[config.mk]
export PLATFORM = sky130hd
export DESIGN_NAME = demux4_reg
export DESIGN_NICKNAME = d
export VERILOG_FILES = /design/src/rtl/demux4_reg_pkg.sv /design/src/rtl/demux4_chan_reg.sv /design/src/rtl/demux4_reg.sv
export SDC_FILE = /design/constraint.sdc
export NUM_CORES = 1
export LEC_CHECK = 0
export ABC_AREA = 1
export CORE_ASPECT_RATIO = 1.25
export CORE_MARGIN = 5
export CORE_UTILIZATION = 46
export DETAILED_ROUTE_END_ITERATION = 7
export PLACE_DENSITY = 0.87
export SLEW_MARGIN = 20
export SYNTH_ARGS = -nofsm -noshare
export SYNTH_HDL_FRONTEND = slang
export SYNTH_HIERARCHICAL = 1
export SYNTH_SLANG_ARGS = --single-unit
[constraint.sdc]
create_clock -name i_clk -period 1.4 [get_ports i_clk]
set_clock_uncertainty 0.1 [all_clocks]
set_input_delay 0.21 -clock i_clk [delete_from_list [all_inputs] [get_ports i_clk]]
set_output_delay 0.21 -clock i_clk [all_outputs]
set_load 0.02 [all_outputs]
[src/rtl/demux4_reg_pkg.sv]
// Shared constants and helpers for the four-channel registered demultiplexer.
package demux4_reg_pkg;

  localparam int DATA_W = 16;
  localparam int NCH    = 4;
  localparam int PTR_W  = 2;

  typedef logic [PTR_W-1:0] ptr_t;

  // One-hot channel decode of a channel index.
  function automatic logic [NCH-1:0] chan_onehot(input ptr_t sel);
    chan_onehot      = '0;
    chan_onehot[sel] = 1'b1;
  endfunction

endpackage

[src/rtl/demux4_chan_reg.sv]
// Single output channel: WIDTH-bit hold register with load enable and async clear.
module demux4_chan_reg #(
  parameter int WIDTH = 16
) (
  input  logic             i_clk,
  input  logic             i_rst_n,
  input  logic             i_load,
  input  logic [WIDTH-1:0] i_d,
  output logic [WIDTH-1:0] o_q
);

  // NOTE: the data register is cleared by reset because every output must
  // read zero while reset is held; non-blocking assignment keeps the update
  // ordered correctly against other clocked processes.
  always_ff @(posedge i_clk or negedge i_rst_n) begin
    if (!i_rst_n) begin
      o_q <= '0;
    end else if (i_load) begin
      o_q <= i_d;
    end
  end

endmodule

[src/rtl/demux4_reg.sv]
// Registered 1-to-4 demultiplexer with manual or round-robin channel selection.
module demux4_reg #(
  parameter int WIDTH = demux4_reg_pkg::DATA_W,
  parameter int NCH   = demux4_reg_pkg::NCH
) (
  input  logic                              i_clk,
  input  logic                              i_rst_n,
  input  logic [WIDTH-1:0]                  i_data,
  input  logic                              i_valid,
  input  logic [demux4_reg_pkg::PTR_W-1:0]  i_ctrl,
  input  logic                              i_auto,
  output logic [WIDTH-1:0]                  o_data_0,
  output logic [WIDTH-1:0]                  o_data_1,
  output logic [WIDTH-1:0]                  o_data_2,
  output logic [WIDTH-1:0]                  o_data_3,
  output logic [NCH-1:0]                    o_valid,
  output logic [demux4_reg_pkg::PTR_W-1:0]  o_ptr,
  output logic                              o_frame
);

  import demux4_reg_pkg::*;

  ptr_t             sel;
  logic [NCH-1:0]   load;
  logic [WIDTH-1:0] data_q [NCH];

  // NOTE: give every always_comb output a default first so no path leaves it
  // unassigned, which would otherwise infer a latch.
  always_comb begin
    load = '0;
    sel  = i_auto ? o_ptr : i_ctrl;
    if (i_valid) begin
      load = chan_onehot(sel);
    end
  end

  // Strobe and frame are registered so they line up with the data they mark.
  always_ff @(posedge i_clk or negedge i_rst_n) begin
    if (!i_rst_n) begin
      o_ptr   <= '0;
      o_valid <= '0;
      o_frame <= 1'b0;
    end else begin
      o_valid <= load;
      o_frame <= i_valid && i_auto && (sel == ptr_t'(NCH - 1));
      if (i_valid && i_auto) begin
        o_ptr <= o_ptr + ptr_t'(1);
      end
    end
  end

  for (genvar g = 0; g < NCH; g++) begin : g_chan
    demux4_chan_reg #(.WIDTH(WIDTH)) u_chan (
      .i_clk   (i_clk),
      .i_rst_n (i_rst_n),
      .i_load  (load[g]),
      .i_d     (i_data),
      .o_q     (data_q[g])
    );
  end

  assign o_data_0 = data_q[0];
  assign o_data_1 = data_q[1];
  assign o_data_2 = data_q[2];
  assign o_data_3 = data_q[3];

endmodule

# Yosys cells after proc, flatten, opt, wreduce, memory -nomap -nowiden
# Cells that the tools add are included.
[totals]
ff_bits = 71
in_bits = 22
wordCells = 18
[classes]
addsub = 1
order_cmp = 2
eq_ne = 1
n_mux = 4
n_reduce_logical = 3
[op_table]
columns = ["cell", "n"]
rows = [
  ["4-bit two-way mux", 1],
  ["1-bit logical AND", 3],
  ["2-bit by 3-bit less-than comparator with 1-bit output, second input constant", 1],
  ["2-bit by 1-bit adder with 2-bit output, second input constant", 1],
  ["1-bit demux with 2-bit select", 1],
  ["2-bit equality test, second input constant", 1],
  ["2-bit by 1-bit greater-or-equal comparator with 1-bit output, second input constant", 1],
  ["2-bit two-way mux", 1],
  ["1-bit two-way mux", 1],
]

# Logic depth before layout (Yosys ltp)
[logic_depth]
ltp_word = 6
ltp_mapped = 10

# Cells and area by module
# The synthesis kept the hierarchy.
[by_module_without_submodules]
columns = ["mod", "instances", "cells_per_inst", "area_each_um2", "seq_area_each_um2"]
rows = [
  ["demux4_chan_reg", 4, 68, 644.4, 400.4],
  ["demux4_reg", 1, 34, 285.3, 175.2],
]

# Worst setup path after synthesis
# No wires, ideal clock.
[synth_timing]
kind = "reg-to-reg"
startpoint = "register o_ptr[1] in the netlist's numbering"
endpoint = "register g_chan[3].u_chan.o_q[10]"
t_arrival_ps = 1241
required_ps = 1183
path_slack_ps = -58
stages_incl_launch_ff = 10
period_less_slack_ps = 1458
path_cell_list = "dfrtp_1 -> inv_1 -> nand2_1 -> nand3_1 -> nor2_1 -> buf_6 -> inv_6 -> buf_12 -> nand2_1 -> nand2_1"
[synth_via]
elab_chain_cells = 6
word_cells_on_any_way = 7
[synth_lines]
columns = ["element", "line", "rtl"]
rows = [
  ["from (decl)", "demux4_reg.sv:17", "output logic [demux4_reg_pkg::PTR_W-1:0] o_ptr,"],
  ["from (signal assigned)", "demux4_reg.sv:47", "o_ptr <= o_ptr + ptr_t'(1);"],
  ["2-bit two-way mux *", "demux4_reg.sv:31", "sel = i_auto ? o_ptr : i_ctrl;"],
  ["2-bit by 3-bit less-than comparator with 1-bit output (implied by the code) / 2-bit by 1-bit greater-or-equal comparator with 1-bit output (equally long branches)", "demux4_reg_pkg.sv:13", "chan_onehot[sel] = 1'b1;"],
  ["1-bit logical AND (implied by the code)", "demux4_reg_pkg.sv:13", ""],
  ["1-bit two-way mux (implied by the code)", "demux4_reg_pkg.sv:13", ""],
  ["1-bit demux with 2-bit select *", "demux4_reg_pkg.sv:13", ""],
  ["4-bit two-way mux *", "demux4_reg.sv:32", "if (i_valid) begin"],
  ["named net load[3]", "demux4_reg.sv:24", "logic [NCH-1:0] load;"],
  ["to (signal assigned)", "demux4_chan_reg.sv:19", "o_q <= i_d;"],
  ["to (decl)", "demux4_chan_reg.sv:9", "output logic [WIDTH-1:0] o_q"],
]
# The timed path passes the listed nets; every way through them passes the cells marked *.
# A chain may end at the register's enable or synchronous reset.

# Worst setup path after layout
[layout_timing]
startpoint = "register g_chan[2].u_chan.o_q[3]"
endpoint = "output port o_data_2[3]"
[layout_lines]
columns = ["element", "line", "rtl"]
rows = [
  ["from (decl)", "demux4_chan_reg.sv:9", ""],
  ["from (signal assigned)", "demux4_chan_reg.sv:19", ""],
  ["to (decl)", "demux4_reg.sv:14", "output logic [WIDTH-1:0] o_data_2,"],
]
# No word-level cell between the ends.

==> metrics <==
top-level port count 93; LEAKAGE 2.238 nW; fin crit period 1.373 ns; clock latency at the later pin of the worst-skew pair 0.34 ns; post-detailed-route DRC marker count 0; Synth Register Bits 71; crit path max-delay cell type dfrtp_1; leading post-synthesis cells by cell area dfrtp_1 62%, nand2_1 24%, nand2_2 4.4%, buf_6 3.1%, buf_12 2.8%; type of element launching the critical path register; remaining antenna violation count after routing 0; sort of element at the end of the critical path output port; total placed cells including tap cells 483; achievable frequency 0.7283 GHz; initial cell density of the core 46.73%; Net Count, Synth 328; I/O Buffers 92; clock tree from TritonCTS yes; EDFF count, synth 0; worst setup path category reg2out; crit-path cells dlygate4sd2_1; summed area of non-filler cells in the final layout 4130 um^2; detailed-route wire length 7503 um; hold violation count in the final report 0; final cycle utilization of the critical path 98.08%; required time of the worst setup path 1.09 ns; Yosys Warn Count 6; total buffers and inverters traversed by the critical path 1; portion of the post-synthesis area used by sequential elements 62.06%; maximum number of pins on one net before global-route repair 72; CP max FO 2; Clock Root Buffer clkbuf_8; via count of the first global-routing pass 2377; number of antenna violations at the first check in global routing 0; cell area after synthesis 2863 um^2; portion of synthesized cell area occupied by the leading cell type 62.06%; core region area 6126 um^2; power per cell area 1919 nW/um^2; clock-pin transition on the worst setup and hold timing paths 0.07 ns; per-instance average area after synthesis 9.355 um^2; arrival time at the worst endpoint 1.06 ns; via density per instance 4.794; global-route wire length before repair 11760 um; total number of vias 2416; run status finished clean; Row Count 32; number of max-cap violations 0; layout cell share with drive strength beyond 1 16.47%; area enclosed by the die boundary 7911 um^2; headroom to the max-slew limit 75.61%; count leader, synth nand2_1; number of distinct library cells after synthesis 12; final-stage net count 436; Post-DP Area 3870 um^2; Num CTS Buffers 9; area overhead of the layout relative to synthesis 44.27%; CTS H-tree depth 3; final max-slew violation count 0; worst voltage drop across the vdd grid 0.9258 mV; category of cells accounting for the largest share of critical-path delay flip-flops; grt ovf 0; Worst Hold Class in2async; cell count after synthesis 306; antenna diode count 0; Reg-to-Reg Start o_ptr[1]; Worst setup startpoint g_chan[2].u_chan/o_q[3]; maximum number of buffers from clock root to sink 2; share of flip-flops with an asynchronous set or reset 100.0%; number of endpoints failing setup at the final stage 0; internal reg-to-reg setup slack 0.05 ns; library cell occupying the most area in the post-synthesis netlist dfrtp_1; commonest cells in the synthesized netlist 182 x nand2_1, 71 x dfrtp_1, 20 x nand2_2; height of the chip 98.20 um; actual slew at the worst max-slew pin 0.3658 ns; routability-driven placement congestion ratio 0.8263; CP peak stage delay 0.40 ns; Post-synth top flop dfrtp_1; half-perimeter wire length after placement 5491 um; first-pass detailed-route iteration total 4; non-filler cells, final 504; Sink Count 71; violation count after the first detailed-route iteration 138; total global routing track utilization 19.46%; overall die width 80.56 um; wire length per cell after detailed routing 14.89 um
-- cell families (layout without fill, tap and decap cells) --
family                 count (synthesis)  after routing  share of synthesized area [%]
and+or+nand+nor                      211            211                          29.63
DFF                                   71             71                          62.06
buffers and inverters                 22            135                          7.955
AOI/OAI and AO/OA                      2              2                         0.3493
-- layout by cell type, fill, tap and decap left out, drive strengths merged, types with 3 or more instances in the layout --
| cell type | n |
|---|---|
| clkinv | 3 |
| dlygate4sd2 | 49 |
| inv | 10 |
| dfrtp | 71 |
| nand3 | 3 |
| buf | 17 |
| nor2 | 6 |
| clkbuf | 12 |
| clkdlybuf4s50 | 19 |
| nand2 | 202 |
| clkdlybuf4s15 | 22 |
-- repair_timing --
| item | in CTS | in global routing |
|---|---|---|
| pin swaps | 0 | 2 |
| hold buffers | 1 | 0 |
| setup buffers | 0 | 4 |
| setup endpoints to repair | 131 | 83 |
| gates resized for setup | 80 | 34 |
| hold endpoints to repair | 71 | 0 |
-- through the flow --
step	worst slack (ns)	setup TNS, ns	hold WS, ns	util, %	total power (W)
after detailed placement	-0.4898	-27.73	0.1679	63.17	0.006613
after CTS	0.001669	0	0.3070	65.63	0.007895
after floorplan	0.003603	0	-0.1856	-	0.004808
after global placement	-0.3724	-20.95	0.1599	63.17	0.006510
after global routing	-0.02445	-0.3983	0.3169	67.42	0.008389
final	0.02694	0	0.3371	67.42	0.007927
-- registers in the layout, summed over array words and instances (netlist names) --
signal,count
g_chan.u_chan/o_q,64
o_frame,1
o_ptr,2
o_valid,4
-- path summary, 6_finish.rpt --
check / cells past startpoint / to
worst max-delay path: 1 / o_data_2[3]
worst min-delay path: 3 / g_chan[0].u_chan/o_q[10]
worst max register to register: 8 / g_chan[2].u_chan/o_q[2]
worst min register to register: 2 / g_chan[0].u_chan/o_q[15]
max in group asynchronous: 3 / o_ptr[0]
min in group i_clk: 3 / o_ptr[0]
-- routing by layer --
layer	vias up	track usage, %	wire (um)
met5	-	0	0
met4	0	10.01	133
met3	15	4.705	595
met2	109	31.57	3812
met1	1155	23.82	2961
li1	1137	-	-
-- layout make-up --
class / count / area, um^2
multi-input cells: 213 / 905.9
repair buffers: 109 / 1062
well taps: 85 / 106.4
clock inverters: 5 / 82.58
inverters: 10 / 62.56
flip-flops and latches: 71 / 1779
fillers: 513 / 1996
clock buffers: 11 / 131.4
-- tightest hold or removal path: cells and delay by family --
family	cells	cell delay (ns)
buf+inv	3	0.97
-- where the power goes --
group,internal (W),switching (W),total [W],leakage [nW]
combinational,0.00118,0.00182,0.00300,1.25
clock,0.00101,0.000748,0.00176,0.107
sequential,0.00274,0.000435,0.00317,0.884
total,0.00492,0.00301,0.00793,2.24
Note: power is estimated with default switching activity, not from simulation.
